--- config.mk ---
export PLATFORM = sky130hd
export DESIGN_NAME = fc_decoder
export DESIGN_NICKNAME = d
export VERILOG_FILES = /design/src/rtl/fc_decoder_pkg.sv /design/src/rtl/fc_decoder_hamming84_dec.sv /design/src/rtl/fc_decoder.sv
export SDC_FILE = /design/constraint.sdc
export NUM_CORES = 1
export LEC_CHECK = 0
export ABC_AREA = 1
export CAP_MARGIN = 20
export CORE_MARGIN = 2
export CORE_UTILIZATION = 45
export DETAILED_ROUTE_END_ITERATION = 8
export GPL_TIMING_DRIVEN = 1
export PLACE_DENSITY = 0.79
export SLEW_MARGIN = 20
export SYNTH_ARGS = -nofsm -noshare
export SYNTH_HDL_FRONTEND = slang
export SYNTH_SLANG_ARGS = --single-unit
export TNS_END_PERCENT = 50
--- constraint.sdc ---
create_clock -name clk_bx -period 4.8 [get_ports clk_bx]
set_clock_uncertainty 0.1 [all_clocks]
set_input_delay 0.72 -clock clk_bx [delete_from_list [all_inputs] [get_ports clk_bx]]
set_output_delay 0.72 -clock clk_bx [all_outputs]
set_load 0.01 [all_outputs]
--- src/rtl/fc_decoder_pkg.sv ---
// Shared definitions for the fast-control decoder: command bit positions,
// lock FSM state codes, counter widths and a saturating adder.
package fc_decoder_pkg;

  localparam int CMD_BCR          = 0;
  localparam int CMD_L1A          = 1;
  localparam int CMD_LINK_RESET   = 2;
  localparam int CMD_BUFFER_CLEAR = 3;
  localparam int CMD_CALIB        = 5;

  localparam int ENC_W     = 16;
  localparam int BX_W      = 12;
  localparam int L1A_CNT_W = 32;
  localparam int ERR_CNT_W = 16;
  localparam int MIS_CNT_W = 16;
  localparam int RUN_W     = 8;

  localparam logic [1:0] ST_UNLOCKED = 2'd0;
  localparam logic [1:0] ST_CHECK    = 2'd1;
  localparam logic [1:0] ST_LOCKED   = 2'd2;

  // Adds 0..3 and clamps at all-ones instead of wrapping.
  function automatic logic [15:0] sat_add16(input logic [15:0] value, input logic [1:0] inc);
    logic [16:0] sum;
    sum = {1'b0, value} + {15'd0, inc};
    return sum[16] ? 16'hFFFF : sum[15:0];
  endfunction

endpackage

--- src/rtl/fc_decoder_hamming84_dec.sv ---
// Extended Hamming(8,4) decoder: bit 0 overall parity, bits 1/2/4 parity,
// bits 3/5/6/7 data. Corrects one error, flags two.
module hamming84_dec
  import fc_decoder_pkg::*;
(
  input  logic [7:0] i_code,
  output logic [3:0] o_data,
  output logic       o_sbe,
  output logic       o_dbe
);

  logic [2:0] w_syn;
  logic       w_par;
  logic [7:0] w_fixed;

  // Odd overall parity means one flipped bit at the syndrome position
  // (syndrome 0 points at the parity bit itself, which carries no data).
  always_comb begin
    w_syn[0] = i_code[1] ^ i_code[3] ^ i_code[5] ^ i_code[7];
    w_syn[1] = i_code[2] ^ i_code[3] ^ i_code[6] ^ i_code[7];
    w_syn[2] = i_code[4] ^ i_code[5] ^ i_code[6] ^ i_code[7];
    w_par    = ^i_code;
    w_fixed  = i_code;
    if (w_par) begin
      w_fixed[w_syn] = ~i_code[w_syn];
    end
    o_sbe  = w_par;
    o_dbe  = ~w_par & (w_syn != 3'd0);
    o_data = {w_fixed[7], w_fixed[6], w_fixed[5], w_fixed[3]};
  end

endmodule

--- src/rtl/fc_decoder.sv ---
// Fast-control decoder: Hamming-protected command word, BX counter, BCR lock FSM
// and event counters. Define FC_DECODER_ERR_CNT_EN to implement sbe/dbe counters.
module fc_decoder
  import fc_decoder_pkg::*;
#(
  parameter int LOCK_COUNT   = 3,
  parameter int UNLOCK_COUNT = 2
) (
  input  logic                 clk_bx,
  input  logic                 reset,
  input  logic [ENC_W-1:0]     fc_stream_enc,
  input  logic [BX_W-1:0]      orb_length,
  input  logic                 clear_counters,
  output logic                 bcr,
  output logic                 l1a,
  output logic                 link_reset,
  output logic                 buffer_clear,
  output logic                 calib_pulse,
  output logic [BX_W-1:0]      bxid,
  output logic                 locked,
  output logic [L1A_CNT_W-1:0] l1a_count,
  output logic [ERR_CNT_W-1:0] sbe_count,
  output logic [ERR_CNT_W-1:0] dbe_count,
  output logic [MIS_CNT_W-1:0] misalign_count
);

  localparam logic [RUN_W-1:0] LOCK_N   = RUN_W'(LOCK_COUNT);
  localparam logic [RUN_W-1:0] UNLOCK_N = RUN_W'(UNLOCK_COUNT);

  logic [ENC_W-1:0]     r_enc;
  logic [3:0]           w_lo_data, w_hi_data;
  logic                 w_lo_sbe, w_hi_sbe, w_lo_dbe, w_hi_dbe;
  logic                 w_dbe, w_bcr, w_l1a_out, w_last_bx, w_aligned, w_misalign;
  logic [7:0]           w_cmd;
  logic                 w_unused_cmd;
  logic [1:0]           r_state;
  logic [RUN_W-1:0]     r_run, r_miss;
  logic                 r_bcr, r_l1a, r_link_reset, r_buffer_clear, r_calib;
  logic [BX_W-1:0]      r_bxid;
  logic [L1A_CNT_W-1:0] r_l1a_cnt;
  logic [MIS_CNT_W-1:0] r_mis_cnt;

  always_ff @(posedge clk_bx) begin
    if (reset) r_enc <= '0;
    else       r_enc <= fc_stream_enc;
  end

  hamming84_dec u_dec_lo (.i_code(r_enc[7:0]),  .o_data(w_lo_data), .o_sbe(w_lo_sbe), .o_dbe(w_lo_dbe));
  hamming84_dec u_dec_hi (.i_code(r_enc[15:8]), .o_data(w_hi_data), .o_sbe(w_hi_sbe), .o_dbe(w_hi_dbe));

  // An uncorrectable nibble poisons the whole word.
  assign w_dbe        = w_lo_dbe | w_hi_dbe;
  assign w_cmd        = w_dbe ? 8'h00 : {w_hi_data, w_lo_data};
  assign w_unused_cmd = w_cmd[4] ^ w_cmd[6] ^ w_cmd[7];
  assign w_bcr        = w_cmd[CMD_BCR];
  assign w_last_bx    = (r_bxid == orb_length - 12'd1);
  assign w_aligned    = w_bcr & w_last_bx;
  assign w_misalign   = (r_state == ST_LOCKED) & (w_bcr ^ w_last_bx);
  assign w_l1a_out    = w_cmd[CMD_L1A] & (r_state == ST_LOCKED);

  always_ff @(posedge clk_bx) begin
    if (reset || w_cmd[CMD_LINK_RESET]) begin
      r_state <= ST_UNLOCKED;
      r_run   <= '0;
      r_miss  <= '0;
    end else begin
      case (r_state)
        ST_UNLOCKED: if (w_bcr) begin
          r_state <= ST_CHECK;
          r_run   <= '0;
        end
        ST_CHECK: if (w_bcr) begin
          if (!w_last_bx) begin
            r_run <= '0;
          end else if (r_run + 8'd1 >= LOCK_N) begin
            r_state <= ST_LOCKED;
            r_run   <= '0;
            r_miss  <= '0;
          end else begin
            r_run <= r_run + 8'd1;
          end
        end
        ST_LOCKED: begin
          if (w_aligned) begin
            r_miss <= '0;
          end else if (w_misalign) begin
            if (r_miss + 8'd1 >= UNLOCK_N) begin
              r_state <= ST_UNLOCKED;
              r_miss  <= '0;
            end else begin
              r_miss <= r_miss + 8'd1;
            end
          end
        end
        default: r_state <= ST_UNLOCKED;
      endcase
    end
  end

  always_ff @(posedge clk_bx) begin
    if (reset) begin
      r_bcr          <= 1'b0;
      r_l1a          <= 1'b0;
      r_link_reset   <= 1'b0;
      r_buffer_clear <= 1'b0;
      r_calib        <= 1'b0;
      r_bxid         <= '0;
    end else begin
      r_bcr          <= w_bcr;
      r_l1a          <= w_l1a_out;
      r_link_reset   <= w_cmd[CMD_LINK_RESET];
      r_buffer_clear <= w_cmd[CMD_BUFFER_CLEAR];
      r_calib        <= w_cmd[CMD_CALIB];
      r_bxid         <= (w_bcr || w_last_bx) ? '0 : r_bxid + 12'd1;
    end
  end

  always_ff @(posedge clk_bx) begin
    if (reset || clear_counters) begin
      r_l1a_cnt <= '0;
      r_mis_cnt <= '0;
    end else begin
      if (w_l1a_out && (r_l1a_cnt != '1)) r_l1a_cnt <= r_l1a_cnt + 32'd1;
      r_mis_cnt <= sat_add16(r_mis_cnt, {1'b0, w_misalign});
    end
  end

`ifdef FC_DECODER_ERR_CNT_EN
  logic [ERR_CNT_W-1:0] r_sbe_cnt, r_dbe_cnt;

  always_ff @(posedge clk_bx) begin
    if (reset || clear_counters) begin
      r_sbe_cnt <= '0;
      r_dbe_cnt <= '0;
    end else begin
      r_sbe_cnt <= sat_add16(r_sbe_cnt, {1'b0, w_lo_sbe} + {1'b0, w_hi_sbe});
      r_dbe_cnt <= sat_add16(r_dbe_cnt, {1'b0, w_dbe});
    end
  end

  assign sbe_count = r_sbe_cnt;
  assign dbe_count = r_dbe_cnt;
`else
  logic w_unused_sbe;
  assign w_unused_sbe = w_lo_sbe ^ w_hi_sbe;
  assign sbe_count    = '0;
  assign dbe_count    = '0;
`endif

  assign bcr            = r_bcr;
  assign l1a            = r_l1a;
  assign link_reset     = r_link_reset;
  assign buffer_clear   = r_buffer_clear;
  assign calib_pulse    = r_calib;
  assign bxid           = r_bxid;
  assign locked         = (r_state == ST_LOCKED);
  assign l1a_count      = r_l1a_cnt;
  assign misalign_count = r_mis_cnt;

endmodule

==> results of run 1 <==
-- sequential cells by signal (all words and copies together) (netlist names) --
name	flops
link_reset	1
l1a	1
r_enc	16
r_run	8
r_state	2
l1a_count	32
misalign_count	16
buffer_clear	1
r_miss	8
bcr	1
bxid	12
calib_pulse	1
-- worst max-delay path, cell delays in order --
cell and delay, ps:
clkdlybuf4s50_1 480, inv_1 90, ha_4 190, nand2_1 120
nand2_1 70, nand2_1 70, nand3_1 70, nor2_1 110
nand2_1 60, nor2_1 110, nand4_1 130, nor2_2 160
inv_1 80, ha_4 270, nand2_1 60, inv_1 80
ha_1 140, nand2_1 70, nor2_2 150, inv_2 80
nor4_4 310, nand2_2 140, nor3_4 230, nand4_1 190
nor2_2 200, inv_2 110, a21oi_2 140
-- worst max path at each step --
stage,start,slack [ps],cells past startpoint,endpoint
floorplan,orb_length[0],830,23,misalign_count[3]
global placement,orb_length[0],80,24,misalign_count[4]
detailed placement,orb_length[0],-60,24,misalign_count[6]
CTS,orb_length[0],290,24,misalign_count[6]
global route,orb_length[0],-80,27,misalign_count[6]
finish,orb_length[0],320,27,misalign_count[6]
-- routing by layer --
metal	vias to the layer above	part of all wire, %
met1	2621	47
met2	197	45
met3	12	7.1
met5	-	0
met4	0	0.92
li1	3010	-
-- metrics by stage --
step | utilization (%) | instances | setup TNS, ps
6_report | 56.96 | 1167 | 0
5_1_grt | 56.96 | 1167 | -357.3
3_3_place_gp | 53.81 | 1148 | 0
3_5_place_dp | 53.81 | 1148 | -316.2
2_1_floorplan | - | 919 | 0
4_1_cts | 56.12 | 1161 | 0
-- area by class of cell --
cell class	instances	area [um^2]
inverters	113	424.2
multi-input cells	655	3510
repair buffers	111	1074
flip-flops and latches	99	1982
clock inverters	3	65.06
clock buffers	10	239.0
fillers	1259	5677
well taps	176	220.2
-- cells by family after synthesis --
| group | after synthesis | synth area share, % |
|---|---|---|
| buffers and inverters | 165 | 12.53 |
| AOI/OAI and AO/OA | 86 | 7.607 |
| DFF | 99 | 32.65 |
| other | 1 | 0.06178 |
| adders and majority gates | 14 | 2.886 |
| and+or+nand+nor | 451 | 33.37 |
| xor gates and xnor gates | 72 | 10.88 |
-- power groups by stage --
| stage | logic [mW] | registers [mW] | clock network (mW) |
|---|---|---|---|
| floorplan | 0.309 | 0.886 | 0 |
| global placement | 0.392 | 0.888 | 0 |
| detailed placement | 0.397 | 0.888 | 0 |
| CTS | 0.399 | 0.870 | 0.767 |
| global route | 0.464 | 0.872 | 0.805 |
| finish | 0.408 | 0.870 | 0.754 |
-- synth_stat cells --
master / n / area share (%)
nand2_4: 1 / 0.19
nor2_4: 2 / 0.37
a21oi_1: 57 / 4.7
a21o_1: 1 / 0.12
o21bai_1: 1 / 0.12
xnor2_2: 2 / 0.54
o31ai_1: 2 / 0.25
buf_2: 8 / 0.66
nand2_2: 4 / 0.41
xor3_1: 1 / 0.39
nor4b_1: 1 / 0.14
nor3_1: 28 / 2.3
ha_1: 14 / 2.9
a211oi_1: 1 / 0.12
a21boi_1: 1 / 0.12
nor4_4: 1 / 0.35
nor4_1: 15 / 1.5
nand2_1: 189 / 12
o21ai_1: 4 / 0.33
clkbuf_1: 9 / 0.56
o21ai_0: 15 / 1.2
inv_1: 109 / 6.7
nand3b_1: 3 / 0.37
nand3_2: 1 / 0.16
xnor2_1: 26 / 3.8
o211ai_1: 1 / 0.12
buf_4: 35 / 4.3
dfxtp_1: 99 / 33
nand3_1: 46 / 3.8
xor2_1: 43 / 6.2
a21oi_4: 1 / 0.27
conb_1: 1 / 0.062
inv_2: 4 / 0.25
nor2_1: 111 / 6.9
nand4_1: 47 / 4.8
nor3_2: 2 / 0.33
a31oi_1: 2 / 0.21
-- repair_timing --
action	in CTS	in global routing
setup endpoints to repair	0	10
resized for setup	0	15
buffers inserted	0	6
==> results.yml, run 1 <==
worst_setup_path:
  endpoint_kind: "flip-flop"
  critical_path_class: "primary input to flip-flop"
  rrSetupSlack_ps: 880
  reg2reg_depth: 25
  worstPathMaxFanout: 7
  crit_required_ps: 4970
  reg2reg_to: "misalign_count[6]"
  r2r-start: "r_enc[5]"
  crit_arrival_ps: 4650
  worst_setup_path_start_kind: "primary input"
detailed_routing:
  vias_per_cell: 5.004
  drtPass1Iterations: 5
  ant_nets: 0
  drc: 0
  drt-initial-drc-count: 414
  num_vias: 5840
  wl_per_cell_um: 12.17
  wl_um: 14200
min_path:
  hold_start: "r_miss[7]"
  hold_path.class: "flip-flop to flip-flop"
  worst_hold_path.num_cells: 2
  hold_path_end: "r_miss[7]"
cts:
  cts_hold_buf: 0
  worst_setup_hold_path_clk_slew_ps: 60
  cts.path.max_buffers: 2
  cts_max_level: 3
  clock_latency_ps: 340
  cts_tree: "done"
  cts_made_buffers: 9
  clockRootBuffer: "clkbuf_16"
  cts.sinks: 99
floorplan:
  io_pins: 129
  die_area_mm2: 0.01443
  fp.coreArea_mm2: 0.01319
  num_rows: 42
  start_util_pct: 46.02
  die_height_um: 120.1
  die_w_um: 120.1
timing:
  min_period_over_period_pct: 93.34
  hold_slack_ps: 342.7
  finalSetupViolations: 0
  slew_violations: 0
  max_slew_margin_pct: 55.22
  fin_ws_ps: 319.9
  period_needed_ps: 4480
  hold_violations: 0
  worst_pin_slew_ps: 671.0
  fmax_mhz: 223.2
synth:
  ys_seq_elements: 99
  netlist_area_mm2: 0.006070
  synth_cell_types: 37
  syn_avg_cell_area_um2: 6.835
  netlist_instances: 888
  synth_warnings: 0
  yosysSeqAreaShare_pct: 32.65
status:
  outcome: "finished clean"
global_routing:
  met2_usage_pct: 31.36
  grt_pass1_wl_um: 23400
  grt_antenna_before_repair: 0
  busiest_layer: "met2"
  first_global_vias: 5131
  met1_usage_pct: 26.98
  track_usage_pct: 19.64
  use_met3_pct: 4.468
  grt_start_max_net_pins: 35
  grt_overflow: 0
pwr:
  p_comb_share_pct: 20.1
  p_seq_share_pct: 42.8
  intPower_mw: 1.466
  switching_share_pct: 27.87
  total_power_mw: 2.032
  switchingPower_uw: 566.4
  p_clk_share_pct: 37.1
  p_leak_nw: 3.013
  pwr_density_cell_mw_per_mm2: 270.5
  peakVddDrop_mv: 0.1628
final_layout:
  fin_nets: 1034
  fin_area_mm2: 0.007513
  final_common_cell: "nand2_1"
  syn2layout_area_growth_pct: 23.79
  drive_gt1_share_pct: 5.954
  final_cell_mix: "nand2_1, inv_1, nor2_1"
  antennaDiodeCount: 0
run:
  maxCapViolations: 0
place:
  pre_cts_ws_ps: -61.11
  port_buffers: 96
  placed_area_mm2: 0.007098
  hpwlAfterDp_um: 10520
  gp_congestion: 0.9529
Power figures use the tool's default switching activity.
==> run 2: changes to the inputs <==
--- a/config.mk
+++ b/config.mk
@@ -12,6 +12,7 @@
 export DETAILED_ROUTE_END_ITERATION = 8
 export GPL_TIMING_DRIVEN = 1
 export PLACE_DENSITY = 0.79
+export RECOVER_POWER = 100
 export SLEW_MARGIN = 20
 export SYNTH_ARGS = -nofsm -noshare
 export SYNTH_HDL_FRONTEND = slang
==> run 2 against run 1 <==
Critical path depth stayed put; largest cell class unchanged; final area is 0.27% lower; critical endpoint unchanged; total power is 0.53% lower; routed wire length is 0.36% lower; flip-flop and latch count stayed put; hold slack hardly changed; die area stayed put; utilization is 0.15 points lower; count of clock-buffer cells in the layout stayed put; register-to-register slack worse by 240 ps; via count is 0.51% lower; clock power hardly changed.
==> results.yml, run 2 (synthesis results as in run 1) <==
status:
  outcome: "finished clean"
worst_setup_path:
  worstPathMaxFanout: 7
  critical_path_class: "primary input to flip-flop"
  max_stage_delay_ps: 480
  reg2reg_to: "l1a_count[1]"
  crit_arrival_ps: 4660
  worst_setup_path_start_kind: "primary input"
  reg2reg_depth: 14
  cp_common_cell: "nand2_1"
  crit_cells: 27
  slowest_stage: "clkdlybuf4s50_1"
  worst-path-buf-inv: 6
  r2r-start: "r_enc[5]"
  crit_required_ps: 4970
  endpoint_kind: "flip-flop"
  critical-path-top-delay-family: "simple AND/OR/NAND/NOR gates"
  rrSetupSlack_ps: 640
final_layout:
  fillers: 1260
  fin_nets: 1034
  largest_reg_flops: 32
  final_common_cell: "nand2_1"
  drive_gt1_share_pct: 5.348
  post-route-util_pct: 56.81
  final_cell_mix: "nand2_1, inv_1, nor2_1"
  antennaDiodeCount: 0
  syn2layout_area_growth_pct: 23.46
  fin_area_mm2: 0.007493
floorplan:
  num_rows: 42
  die_w_um: 120.1
  start_util_pct: 46.02
  die_area_mm2: 0.01443
  die_height_um: 120.1
  io_pins: 129
  fp.coreArea_mm2: 0.01319
detailed_routing:
  ant_nets: 0
  vias_per_cell: 4.979
  drc: 0
  drtPass1Iterations: 5
  num_vias: 5810
  wl_per_cell_um: 12.12
  drt-initial-drc-count: 442
  wl_um: 14150
cts:
  cts.sinks: 99
  cts_made_buffers: 9
  cts.path.max_buffers: 2
  worst_setup_hold_path_clk_slew_ps: 60
  cts_max_level: 3
  clock_latency_ps: 340
  clockRootBuffer: "clkbuf_16"
  cts_tree: "done"
min_path:
  hold_path_end: "r_miss[7]"
  worst_hold_path.num_cells: 2
  hold_path.class: "flip-flop to flip-flop"
  hold_start: "r_miss[7]"
global_routing:
  use_met3_pct: 4.468
  grt_pass1_wl_um: 23400
  grt_antenna_before_repair: 0
  met1_usage_pct: 26.98
  grt_start_max_net_pins: 35
  met2_usage_pct: 31.36
  first_global_vias: 5131
  track_usage_pct: 19.64
  busiest_layer: "met2"
  grt_overflow: 0
timing:
  fmax_mhz: 223.0
  worst_pin_slew_ps: 1364
  slew_violations: 0
  finalSetupViolations: 0
  period_needed_ps: 4484
  hold_slack_ps: 343.2
  min_period_over_period_pct: 93.42
  fin_ws_ps: 315.8
  final.setup.tns_ps: 0
  hold_violations: 0
  max_slew_margin_pct: 9.059
pwr:
  p_leak_nw: 3.227
  peakVddDrop_mv: 0.1621
  pwr_density_cell_mw_per_mm2: 269.8
place:
  placed_area_mm2: 0.007098
  hpwlAfterDp_um: 10520
  gp_congestion: 0.9529
  port_buffers: 96
  pre_cts_ws_ps: -61.11
run:
  maxCapViolations: 0
## run 2: worst register-to-register path, cell delays in order (launching register included)
cell and delay [ps]:
dfxtp_1 440, inv_1 70, nand2_1 60, nand2_1 70
inv_1 50, nand2_1 100, nand2_1 230, nand2_1 90
nor3_1 180, o21ai_0 160, nor2_4 100, clkbuf_1 1000
nand3_2 920, o21ai_0 400, a21oi_1 70
## run 2: area by class of cell
class	count	area, um^2	area share [%]
Clock buffer	10	239.0	3.189
Clock inverter	3	65.06	0.8683
Inverter	113	424.2	5.660
Multi-Input combinational cell	655	3505	46.77
Sequential cell	99	1982	26.45
Tap cell	176	220.2	2.939
Timing Repair Buffer	111	1059	14.13
## run 2: worst max path at each step
stage,slack [ps],startpoint,endpoint
global route,-80,orb_length[0],misalign_count[6]
detailed placement,-60,orb_length[0],misalign_count[6]
finish,320,orb_length[0],misalign_count[6]
CTS,290,orb_length[0],misalign_count[6]
floorplan,830,orb_length[0],misalign_count[3]
global placement,80,orb_length[0],misalign_count[4]
## run 2: metal layers
layer	up-vias	wire length [um]	part of all wire (%)
met5	-	0	0
met4	0	143	1.0
met3	12	955	6.7
met2	170	6314	45
met1	2621	6736	48
li1	3007	-	-
## run 2: timing repair
item	CTS	global route
gates resized for setup	0	15
hold buffers	0	0
endpoints found under the setup margin	0	10
buffers inserted	0	6
## run 2: power by group
group / internal (mW) / switching, mW / total [mW]
logic: 0.151 / 0.249 / 0.400
registers: 0.847 / 0.0229 / 0.870
clock network: 0.461 / 0.291 / 0.752
## run 2: per-stage QoR
step,total power [mW],instances
floorplan,1.195,919
global placement,1.280,1148
detailed placement,1.285,1148
CTS,2.036,1161
global route,2.134,1167
finish,2.022,1167
==> run 3: changes to the inputs <==
--- a/config.mk
+++ b/config.mk
@@ -9,6 +9,7 @@
 export CAP_MARGIN = 20
 export CORE_MARGIN = 2
 export CORE_UTILIZATION = 45
+export CTS_CLUSTER_SIZE = 40
 export DETAILED_ROUTE_END_ITERATION = 8
 export GPL_TIMING_DRIVEN = 1
 export PLACE_DENSITY = 0.79
==> results of run 3 <==
Same layout as run 2: the final DEF is identical, and so are final timing and power.
